<file path="config.mk">
export PLATFORM = sky130hd
export DESIGN_NAME = layer1_feature_deserializer_flat
export DESIGN_NICKNAME = d
export VERILOG_FILES = /design/src/rtl/lut_nn_pkg.sv /design/src/rtl/layer1_feature_deserializer_if.sv /design/src/rtl/layer1_feature_deserializer_vec_slice.sv /design/src/rtl/layer1_feature_deserializer.sv /design/src/flat_wrapper.sv
export SDC_FILE = /design/constraint.sdc
export NUM_CORES = 1
export LEC_CHECK = 0
export ABC_AREA = 1
export CAP_MARGIN = 20
export CORE_ASPECT_RATIO = 0.9
export CORE_MARGIN = 10
export CORE_UTILIZATION = 30
export DETAILED_ROUTE_END_ITERATION = 16
export PLACE_DENSITY = 0.55
export SLEW_MARGIN = 20
export SYNTH_ARGS = -nofsm -noshare
export SYNTH_HDL_FRONTEND = slang
export SYNTH_SLANG_ARGS = --single-unit
</file>
<file path="constraint.sdc">
create_clock -name clk -period 2.2 [get_ports clk]
set_input_delay 0.22 -clock clk [delete_from_list [all_inputs] [get_ports clk]]
set_output_delay 0.22 -clock clk [all_outputs]
set_load 0.005 [all_outputs]
</file>
<file path="src/rtl/lut_nn_pkg.sv">
`default_nettype none
// ============================================================================
// Module : lut_nn_pkg
// Brief  : Shared sizing constants and deserializer state type for LUT-NN layers.
// Rev    : 1.0
// ============================================================================
package lut_nn_pkg;

    localparam int FEAT_W     = 4;
    localparam int N_FEAT     = 32;
    localparam int VEC_W      = N_FEAT * FEAT_W;
    localparam int BEAT_FEAT  = 4;
    localparam int BEAT_W     = BEAT_FEAT * FEAT_W;
    localparam int N_BEATS    = N_FEAT / BEAT_FEAT;
    localparam int BEAT_IDX_W = $clog2(N_BEATS);
    localparam int ERR_CNT_W  = 8;

    typedef enum logic [1:0] {
        COLLECT = 2'd0,
        HOLD    = 2'd1,
        DROP    = 2'd2
    } deser_state_t;

endpackage
`default_nettype wire

</file>
<file path="src/rtl/layer1_feature_deserializer_if.sv">
`default_nettype none
// ============================================================================
// Module : layer1_feature_deserializer_if
// Brief  : Beat-in / vector-out valid-ready bundle of the layer-1 deserializer.
// Rev    : 1.0
// ============================================================================
interface layer1_feature_deserializer_if
    import lut_nn_pkg::*;
();
    logic              s_valid;
    logic              s_ready;
    logic [BEAT_W-1:0] s_data;
    logic              s_last;
    logic              m_valid;
    logic              m_ready;
    logic [VEC_W-1:0]  m_vec;

    modport master (
        output s_valid, s_data, s_last, m_ready,
        input  s_ready, m_valid, m_vec
    );

    modport slave (
        input  s_valid, s_data, s_last, m_ready,
        output s_ready, m_valid, m_vec
    );

endinterface
`default_nettype wire

</file>
<file path="src/rtl/layer1_feature_deserializer_vec_slice.sv">
`default_nettype none
// ============================================================================
// Module : feature_vec_slice
// Brief  : Single-entry valid/ready holding register for a full feature vector.
// Rev    : 1.0
// ============================================================================
module feature_vec_slice
    import lut_nn_pkg::*;
#(
    parameter int W = VEC_W
) (
    input  logic         clk,
    input  logic         rst_n,
    input  logic         i_load,
    input  logic [W-1:0] i_vec,
    input  logic         i_ready,
    output logic         o_valid,
    output logic [W-1:0] o_vec
);

    logic         r_valid;
    logic [W-1:0] r_vec;

    // Caller only asserts i_load when the slot is free or being drained this cycle.
    always_ff @(posedge clk or negedge rst_n) begin
        if (!rst_n) begin
            r_valid <= 1'b0;
            r_vec   <= '0;
        end else if (i_load) begin
            r_valid <= 1'b1;
            r_vec   <= i_vec;
        end else if (i_ready) begin
            r_valid <= 1'b0;
        end
    end

    assign o_valid = r_valid;
    assign o_vec   = r_vec;

endmodule
`default_nettype wire

</file>
<file path="src/rtl/layer1_feature_deserializer.sv">
`default_nettype none
// ============================================================================
// Module : layer1_feature_deserializer
// Brief  : Packs 16-bit feature beats into the 128-bit layer-1 address vector,
//          checking frame length and double-buffering against the consumer.
// Rev    : 1.0
// ============================================================================
module layer1_feature_deserializer
    import lut_nn_pkg::*;
(
    input  logic                  clk,
    input  logic                  rst_n,
    layer1_feature_deserializer_if.slave bus,
    output logic                  frame_err,
    output logic [ERR_CNT_W-1:0]  err_cnt
);

    localparam logic [1:0] S_COLLECT = COLLECT;
    localparam logic [1:0] S_HOLD    = HOLD;
    localparam logic [1:0] S_DROP    = DROP;
    localparam logic [BEAT_IDX_W-1:0] C_LAST_BEAT = BEAT_IDX_W'(N_BEATS - 1);

    logic [1:0]            r_state;
    logic [BEAT_IDX_W-1:0] r_beat;
    logic [VEC_W-1:0]      r_asm;
    logic                  r_frame_err;
    logic [ERR_CNT_W-1:0]  r_err_cnt;

    logic                  w_s_ready;
    logic                  w_acc;
    logic                  w_collect_acc;
    logic                  w_last_beat;
    logic                  w_done;
    logic                  w_err;
    logic                  w_m_valid;
    logic                  w_slot_free;
    logic                  w_load;
    logic [VEC_W-1:0]      w_load_vec;

    assign w_s_ready     = (r_state != S_HOLD);
    assign w_acc         = bus.s_valid && w_s_ready;
    assign w_collect_acc = w_acc && (r_state == S_COLLECT);
    assign w_last_beat   = (r_beat == C_LAST_BEAT);
    assign w_done        = w_collect_acc && w_last_beat && bus.s_last;
    assign w_err         = w_collect_acc && (w_last_beat != bus.s_last);
    assign w_slot_free   = !w_m_valid || bus.m_ready;
    assign w_load        = w_slot_free && (w_done || (r_state == S_HOLD));
    // Direct path bypasses the assembly register for the final beat to save a cycle.
    assign w_load_vec    = (r_state == S_HOLD) ? r_asm
                                               : {bus.s_data, r_asm[VEC_W-BEAT_W-1:0]};

    always_ff @(posedge clk or negedge rst_n) begin
        if (!rst_n) begin
            r_state <= S_COLLECT;
            r_beat  <= '0;
        end else begin
            case (r_state)
                S_COLLECT: begin
                    if (w_collect_acc) begin
                        if (w_last_beat || bus.s_last) begin
                            r_beat <= '0;
                        end else begin
                            r_beat <= r_beat + BEAT_IDX_W'(1);
                        end
                        if (w_last_beat && !bus.s_last) begin
                            r_state <= S_DROP;
                        end else if (w_done && !w_slot_free) begin
                            r_state <= S_HOLD;
                        end
                    end
                end
                S_HOLD: begin
                    if (w_slot_free) begin
                        r_state <= S_COLLECT;
                    end
                end
                S_DROP: begin
                    if (w_acc && bus.s_last) begin
                        r_state <= S_COLLECT;
                    end
                end
                default: r_state <= S_COLLECT;
            endcase
        end
    end

    generate
        for (genvar k = 0; k < N_BEATS; k++) begin : g_asm
            always_ff @(posedge clk or negedge rst_n) begin
                if (!rst_n) begin
                    r_asm[k*BEAT_W +: BEAT_W] <= '0;
                end else if (w_collect_acc && (r_beat == BEAT_IDX_W'(k))) begin
                    r_asm[k*BEAT_W +: BEAT_W] <= bus.s_data;
                end
            end
        end
    endgenerate

    always_ff @(posedge clk or negedge rst_n) begin
        if (!rst_n) begin
            r_frame_err <= 1'b0;
            r_err_cnt   <= '0;
        end else begin
            r_frame_err <= w_err;
            if (w_err && (r_err_cnt != {ERR_CNT_W{1'b1}})) begin
                r_err_cnt <= r_err_cnt + ERR_CNT_W'(1);
            end
        end
    end

    feature_vec_slice #(
        .W (VEC_W)
    ) u_slice (
        .clk     (clk),
        .rst_n   (rst_n),
        .i_load  (w_load),
        .i_vec   (w_load_vec),
        .i_ready (bus.m_ready),
        .o_valid (w_m_valid),
        .o_vec   (bus.m_vec)
    );

    assign bus.s_ready = w_s_ready;
    assign bus.m_valid = w_m_valid;
    assign frame_err   = r_frame_err;
    assign err_cnt     = r_err_cnt;

endmodule
`default_nettype wire

</file>
<file path="src/flat_wrapper.sv">
// flat-port wrapper written by rule: the top's interface ports become plain ports
module layer1_feature_deserializer_flat import lut_nn_pkg::*;
  (clk, rst_n, frame_err, err_cnt, bus_s_valid, bus_s_data, bus_s_last, bus_m_ready, bus_s_ready, bus_m_valid, bus_m_vec);
  layer1_feature_deserializer_if bus_i ();
  input  logic clk;
  input  logic rst_n;
  output logic frame_err;
  output logic [ERR_CNT_W-1:0] err_cnt;
  input wire logic [$bits(bus_i.s_valid)-1:0] bus_s_valid;
  input wire logic [$bits(bus_i.s_data)-1:0] bus_s_data;
  input wire logic [$bits(bus_i.s_last)-1:0] bus_s_last;
  input wire logic [$bits(bus_i.m_ready)-1:0] bus_m_ready;
  output wire logic [$bits(bus_i.s_ready)-1:0] bus_s_ready;
  output wire logic [$bits(bus_i.m_valid)-1:0] bus_m_valid;
  output wire logic [$bits(bus_i.m_vec)-1:0] bus_m_vec;
  assign bus_i.s_valid = bus_s_valid;
  assign bus_i.s_data = bus_s_data;
  assign bus_i.s_last = bus_s_last;
  assign bus_i.m_ready = bus_m_ready;
  assign bus_s_ready = bus_i.s_ready;
  assign bus_m_valid = bus_i.m_valid;
  assign bus_m_vec = bus_i.m_vec;
  layer1_feature_deserializer u_core (.clk(clk), .rst_n(rst_n), .bus(bus_i), .frame_err(frame_err), .err_cnt(err_cnt));
endmodule
</file>
==> flow_summary.ini, run 1 <==
[power]
vdd_drop_max_uv = 635
p_total_w = 0.0158
power.density_nw_per_um2 = 1130
leakage_nw = 6.87

[global_route]
antenna_found_initial = 4
grtUsageTotal_pct = 14.5
grt_pass1_wl_um = 51000
globalRouteOverflowTotal = 0
grt_max_degree = 92
grt_pass1_vias = 8353

[detailed_routing]
drc = 0
ant_nets = 0
drt-wirelength-per-cell_um = 17.7
drt-total-wl_um = 32000
viasPerCell = 4.60
vias = 8309
drt_iter0_markers = 513
drtPass1Iterations = 4

[final_layout]
fin_area_sq_um = 13900
layout_common_cells = 450 x nand2_1, 270 x dfrtp_1, 158 x clkdlybuf4s50_1, 151 x nand3_1, 71 x o21ai_0
final_common_cell = nand2_1
n_fill_cell = 3634
nNetsFinal = 1343
drive_gt1_share_pct = 8.12
syn_to_final_growth_pct = 28.5
final_util_pct = 38.8

[setup_path]
crit_arrival_ns = 1.84
crit_required_ns = 1.98
start_kind = register
crit_type = reg2out
ff2ff_path_depth = 7
end_kind = primary output
crit_fanout = 18

[cts]
cts.sinks = 271
clk_latency_ns = 0.56
cts_root_buffer = clkbuf_16
cts_tree = done
cts_buffer_depth = 3
h-tree-depth = 1
clkTransAtPathRegs_ns = 0.06
numCtsBuffers = 30

[synth]
synth_fp_nets = 1187
syn_inst = 1157
syn_area_sq_um = 10900
yosys_warnings = 0
post_synth_num_cell_types = 28
ys_seq_elements = 271
yosysTopAreaCell = dfrtp_1
ys_seq_area_share_pct = 62.5
avgSynthCellArea_sq_um = 9.38
synth_top_area_share_pct = 62.5
yosys-top-cells-area = dfrtp_1 62%, nand2_1 16%, nand3_1 7.0%

[flow_run]
max_cap_viol_count = 0

[timing]
tightest_slew_ns = 0.628
min_period_over_period_pct = 93.4
rsz0062_at_grt = false
drv_slew = 0
setup_tns_ns = 0
finClkSkew_ns = 0.0112
fmax_ghz = 0.487
fin_hold_ws_ns = 0.231
hold_viol = 0
relSlewSlack_pct = 58.1
setup_viol = 0
fin_crit_ns = 2.06

[place]
dp_hpwl_um = 20600
placed_area_sq_um = 13000
place.port_buffers = 159
gp_congestion = 0.742

[floorplanning]
die_h_um = 200
start_util_pct = 30.2
dieWidth_um = 221
die_area_sq_um = 44200
coreArea_sq_um = 35900
io_pins = 160
rows = 66

[worst_hold_path]
hp-class = in2async

[run_status]
status = finished, final reports clean
## synthesized netlist by cell type
| cell | number |
|---|---|
| nand2_1 | 452 |
| dfrtp_1 | 271 |
| nand3_1 | 151 |
| o21ai_0 | 71 |
| o21ai_1 | 54 |
| inv_1 | 35 |
| buf_2 | 29 |
| clkbuf_1 | 18 |
| buf_4 | 14 |
| o21ai_2 | 10 |
| ha_1 | 9 |
| nor2_1 | 9 |
| buf_6 | 8 |
| nand3_2 | 4 |
| nand4_1 | 3 |
| buf_1 | 2 |
| inv_2 | 2 |
| nand2_2 | 2 |
| nand3_4 | 2 |
| xnor2_1 | 2 |
| xor2_1 | 2 |
| a21oi_1 | 1 |
| nand2_4 | 1 |
| nand3b_1 | 1 |
| nor2_4 | 1 |
| nor2_8 | 1 |
| o211ai_1 | 1 |
| o22ai_1 | 1 |
## per-stage QoR
stage          std cells  setup slack, ns
2_1_floorplan       1157            0.407
3_3_place_gp        1755            0.315
3_5_place_dp        1755            0.263
4_1_cts             1806            0.109
5_1_grt             1806           0.0272
6_report            1808            0.145
## cell type report
cell class / count / area, sq um / area share (%)
Antenna cell: 2 / 5.00 / 0.0359
Multi-Input combinational cell: 778 / 3550 / 25.4
Tap cell: 476 / 596 / 4.27
Clock inverter: 6 / 32.5 / 0.233
Inverter: 37 / 141 / 1.01
Timing Repair Buffer: 195 / 1940 / 13.9
Clock buffer: 43 / 901 / 6.46
Sequential cell: 271 / 6780 / 48.6
## what timing repair did
action / in CTS / in global routing
hold buffers: 1 / 0
setup buffers: 1 / 0
hold endpoints to repair: 64 / 0
endpoints found under the setup margin: 1 / 0
gates resized for setup: 2 / 0
## cell families (layout without fill, tap and decap cells)
logic type,after synthesis,after routing,share of synthesized area (%)
fa+ha+maj,9,9,1.04
simple gates,627,627,24.3
xor+xnor,4,4,0.323
flops,271,271,62.5
other cells,0,2,0
compound gates,138,138,6.74
buf+inv,108,281,5.10
## power breakdown
| part | switching [W] | leakage [nW] | internal [W] |
|---|---|---|---|
| clock network | 0.00199 | 0.464 | 0.00280 |
| registers | 0.000942 | 3.57 | 0.00659 |
| logic | 0.00154 | 2.84 | 0.00194 |
| total | 0.00446 | 6.87 | 0.0113 |
## state kept, by name, indices dropped and copies added, names as in the netlist
register and count:
u_core.r_beat 3, u_core.r_asm 128, u_core.u_slice.o_valid 1, u_core.u_slice.o_vec 128, u_core.frame_err 1, u_core.err_cnt 8, u_core.r_state 2
## per-layer routing
metal	global-route usage (%)	up-vias	part of all wire (%)	wire (um)
met3	3.62	47	6.1	1960
met4	2.91	6	1.9	621
met5	0	-	0.13	40
met1	20.1	4033	46	14700
li1	-	4055	-	-
met2	22.6	168	46	14600
## worst max-delay path, cell delays in order, from the launching register on
cell             delay [ns]
dfrtp_2                0.41
buf_4                  0.17
nand2_8                0.15
clkdlybuf4s50_1        0.54
## path summary, 6_finish.rpt
path	startpoint	slack, ns	endpoint
max	u_core.r_state[0]$_DFFE_PN0P_	0.14	bus_s_ready
min	rst_n	0.23	u_core.u_slice.o_vec[117]$_DFFE_PN0P_
max reg2reg	u_core.r_beat[0]$_DFFE_PN0P_	0.19	u_core.u_slice.o_vec[18]$_DFFE_PN0P_
min reg2reg	u_core.u_slice.o_vec[22]$_DFFE_PN0P_	0.47	u_core.u_slice.o_vec[22]$_DFFE_PN0P_
max in group asynchronous	rst_n	1.23	u_core.r_asm[111]$_DFFE_PN0P_
min in group clk	bus_s_data[12]	0.36	u_core.u_slice.o_vec[124]$_DFFE_PN0P_
(Power assumes the default switching activity.)
==> run 2: changes to the inputs <==
Settings changed: CORE_ASPECT_RATIO 0.9 to 0.7.
==> run 2 against run 1 <==
Compared with the run above:
- cell count increased by 0.22%
- sequential cell count is the same
- setup slack better by 0.089 ns
- utilization is 0.19 points higher
- register-to-register slack gained 0.04 ns
- worst hold slack gained 0.045 ns
- count of clock-buffer cells in the layout is 8 lower
- critical path type is now reg2reg
- critical endpoint is now u_core.err_cnt[0]$_DFFE_PN0P_
- largest cell class unchanged
==> flow_summary.ini, run 2 (synthesis gave the netlist of run 1 again) <==
[run_status]
status = finished, final reports clean

[timing]
setup_tns_ns = 0
drv_slew = 0
tightest_slew_ns = 0.831
hold_viol = 0
setup_viol = 0
fmax_ghz = 0.509
relSlewSlack_pct = 44.6
rsz0062_at_grt = false
min_period_over_period_pct = 89.4
fin_crit_ns = 1.97
finClkSkew_ns = 0.0180

[cts]
hold_buffers = 1
cts.sinks = 271
cts_root_buffer = clkbuf_16
numCtsBuffers = 27
cts_buffer_depth = 3
clkTransAtPathRegs_ns = 0.06
cts_tree = done
cts_resized = 0
post-cts-setup-buffer-count = 0
clk_latency_ns = 0.55
h-tree-depth = 1

[setup_path]
worstPathCellList = ha_1, ha_1, ha_1, inv_1, nand3_1, inv_1, nand2_1, xnor2_1
crit_fanout = 7
end_kind = register
cpMostUsedCell = ha_1
crit_slowest_cell = dfrtp_1
crit_arrival_ns = 2.40
start_kind = register
crit_required_ns = 2.63
slowest_delay_ns = 0.40
crit_type = reg2reg

[global_route]
grtUsageTotal_pct = 14.9
grt_max_degree = 85
antenna_found_initial = 5
grt_pass1_vias = 8277
grt_pass1_wl_um = 51200
globalRouteOverflowTotal = 0

[final_layout]
n_fill_cell = 3620
instances_no_fill = 1812
regArea_sq_um = 6780
nNetsFinal = 1342
diodes = 0
syn_to_final_growth_pct = 28.8
fin_area_sq_um = 14000
final_common_cell = nand2_1
multiInputGateArea_sq_um = 3540
layout_common_cells = 450 x nand2_1, 271 x dfrtp_1, 158 x clkdlybuf4s50_1, 151 x nand3_1, 71 x o21ai_0
drive_gt1_share_pct = 8.33

[detailed_routing]
drt-wirelength-per-cell_um = 18.2
viasPerCell = 4.57
drtPass1Iterations = 10
drt_iter0_markers = 594
drc = 0
vias = 8272
ant_nets = 0
drt-total-wl_um = 33000

[place]
place.port_buffers = 159
placed_area_sq_um = 13000
dp_hpwl_um = 21100
dp_cells = 1762
gp_congestion = 0.757

[floorplanning]
io_pins = 160
coreArea_sq_um = 35800
die_h_um = 179
dieWidth_um = 247
rows = 58
start_util_pct = 30.3
die_area_sq_um = 44300

[flow_run]
max_cap_viol_count = 0

[worst_hold_path]
hp-class = in2async

[power]
vdd_drop_max_uv = 569
leakage_nw = 6.90
power.density_nw_per_um2 = 1140
==> run 2: changes by cell type in the layout (fill, tap and decap cells not counted), moves of 2 or more <==
cell,before,now
buf_12,6,8
clkinv_2,5,8
bufinv_16,0,4
diode_2,2,0
clkbuf_16,31,27
clkbuf_1,4,2
clkbuf_8,8,6
==> run 2: worst paths after layout <==
| path | from | end | slack [ns] | cells past startpoint |
|---|---|---|---|---|
| worst max-delay path | u_core.r_beat[0]$_DFFE_PN0P_ | u_core.err_cnt[0]$_DFFE_PN0P_ | 0.23 | 8 |
| worst min-delay path | rst_n | u_core.u_slice.o_vec[22]$_DFFE_PN0P_ | 0.28 | 2 |
| worst min register to register | u_core.u_slice.o_vec[105]$_DFFE_PN0P_ | u_core.u_slice.o_vec[105]$_DFFE_PN0P_ | 0.47 | 2 |
| worst max register to register | u_core.r_beat[0]$_DFFE_PN0P_ | u_core.err_cnt[0]$_DFFE_PN0P_ | 0.23 | 8 |
| max in group asynchronous | rst_n | u_core.r_asm[57]$_DFFE_PN0P_ | 1.21 | 3 |
| min in group clk | bus_s_data[15] | u_core.u_slice.o_vec[127]$_DFFE_PN0P_ | 0.37 | 5 |
==> run 2: critical path, delay by kind of cell, from the launching register on <==
family,cells,cell delay (ns)
fa+ha+maj,3,0.75
buf+inv,2,0.16
simple gates,2,0.34
flops,1,0.40
xor+xnor,1,0.19
==> run 2: metrics by stage <==
stage	total power, W	util (%)	hold WS, ns	setup WS [ns]
after CTS	0.0163	39.0	0.287	0.177
after detailed placement	0.0112	36.4	0.267	0.195
after global placement	0.0111	36.4	0.261	0.236
final	0.0160	39.0	0.276	0.234
after floorplan	0.00894	-	-0.0756	0.407
after global routing	0.0171	39.0	0.318	0.0549
==> run 2: cell type report <==
| cell class | count | area share (%) |
|---|---|---|
| Sequential cell | 271 | 48.5 |
| Multi-Input combinational cell | 778 | 25.3 |
| Timing Repair Buffer | 197 | 14.2 |
| Clock buffer | 35 | 5.47 |
| Tap cell | 480 | 4.29 |
| Clock inverter | 14 | 1.26 |
| Inverter | 37 | 1.01 |
==> run 2: report_power, final <==
part,internal [W],switching [W]
logic,0.00195,0.00155
registers,0.00658,0.000976
clock network,0.00292,0.00202
total,0.0114,0.00454
==> run 2: layer usage <==
layer / share of wire (%) / vias to the layer above / GRT usage (%) / routed length, um
met4: 1.6 / 6 / 2.69 / 529
met2: 43 / 227 / 22.1 / 14100
li1: - / 4055 / - / -
met5: 0.14 / - / 0 / 46
met1: 48 / 3945 / 21.5 / 15800
met3: 7.8 / 39 / 4.02 / 2580
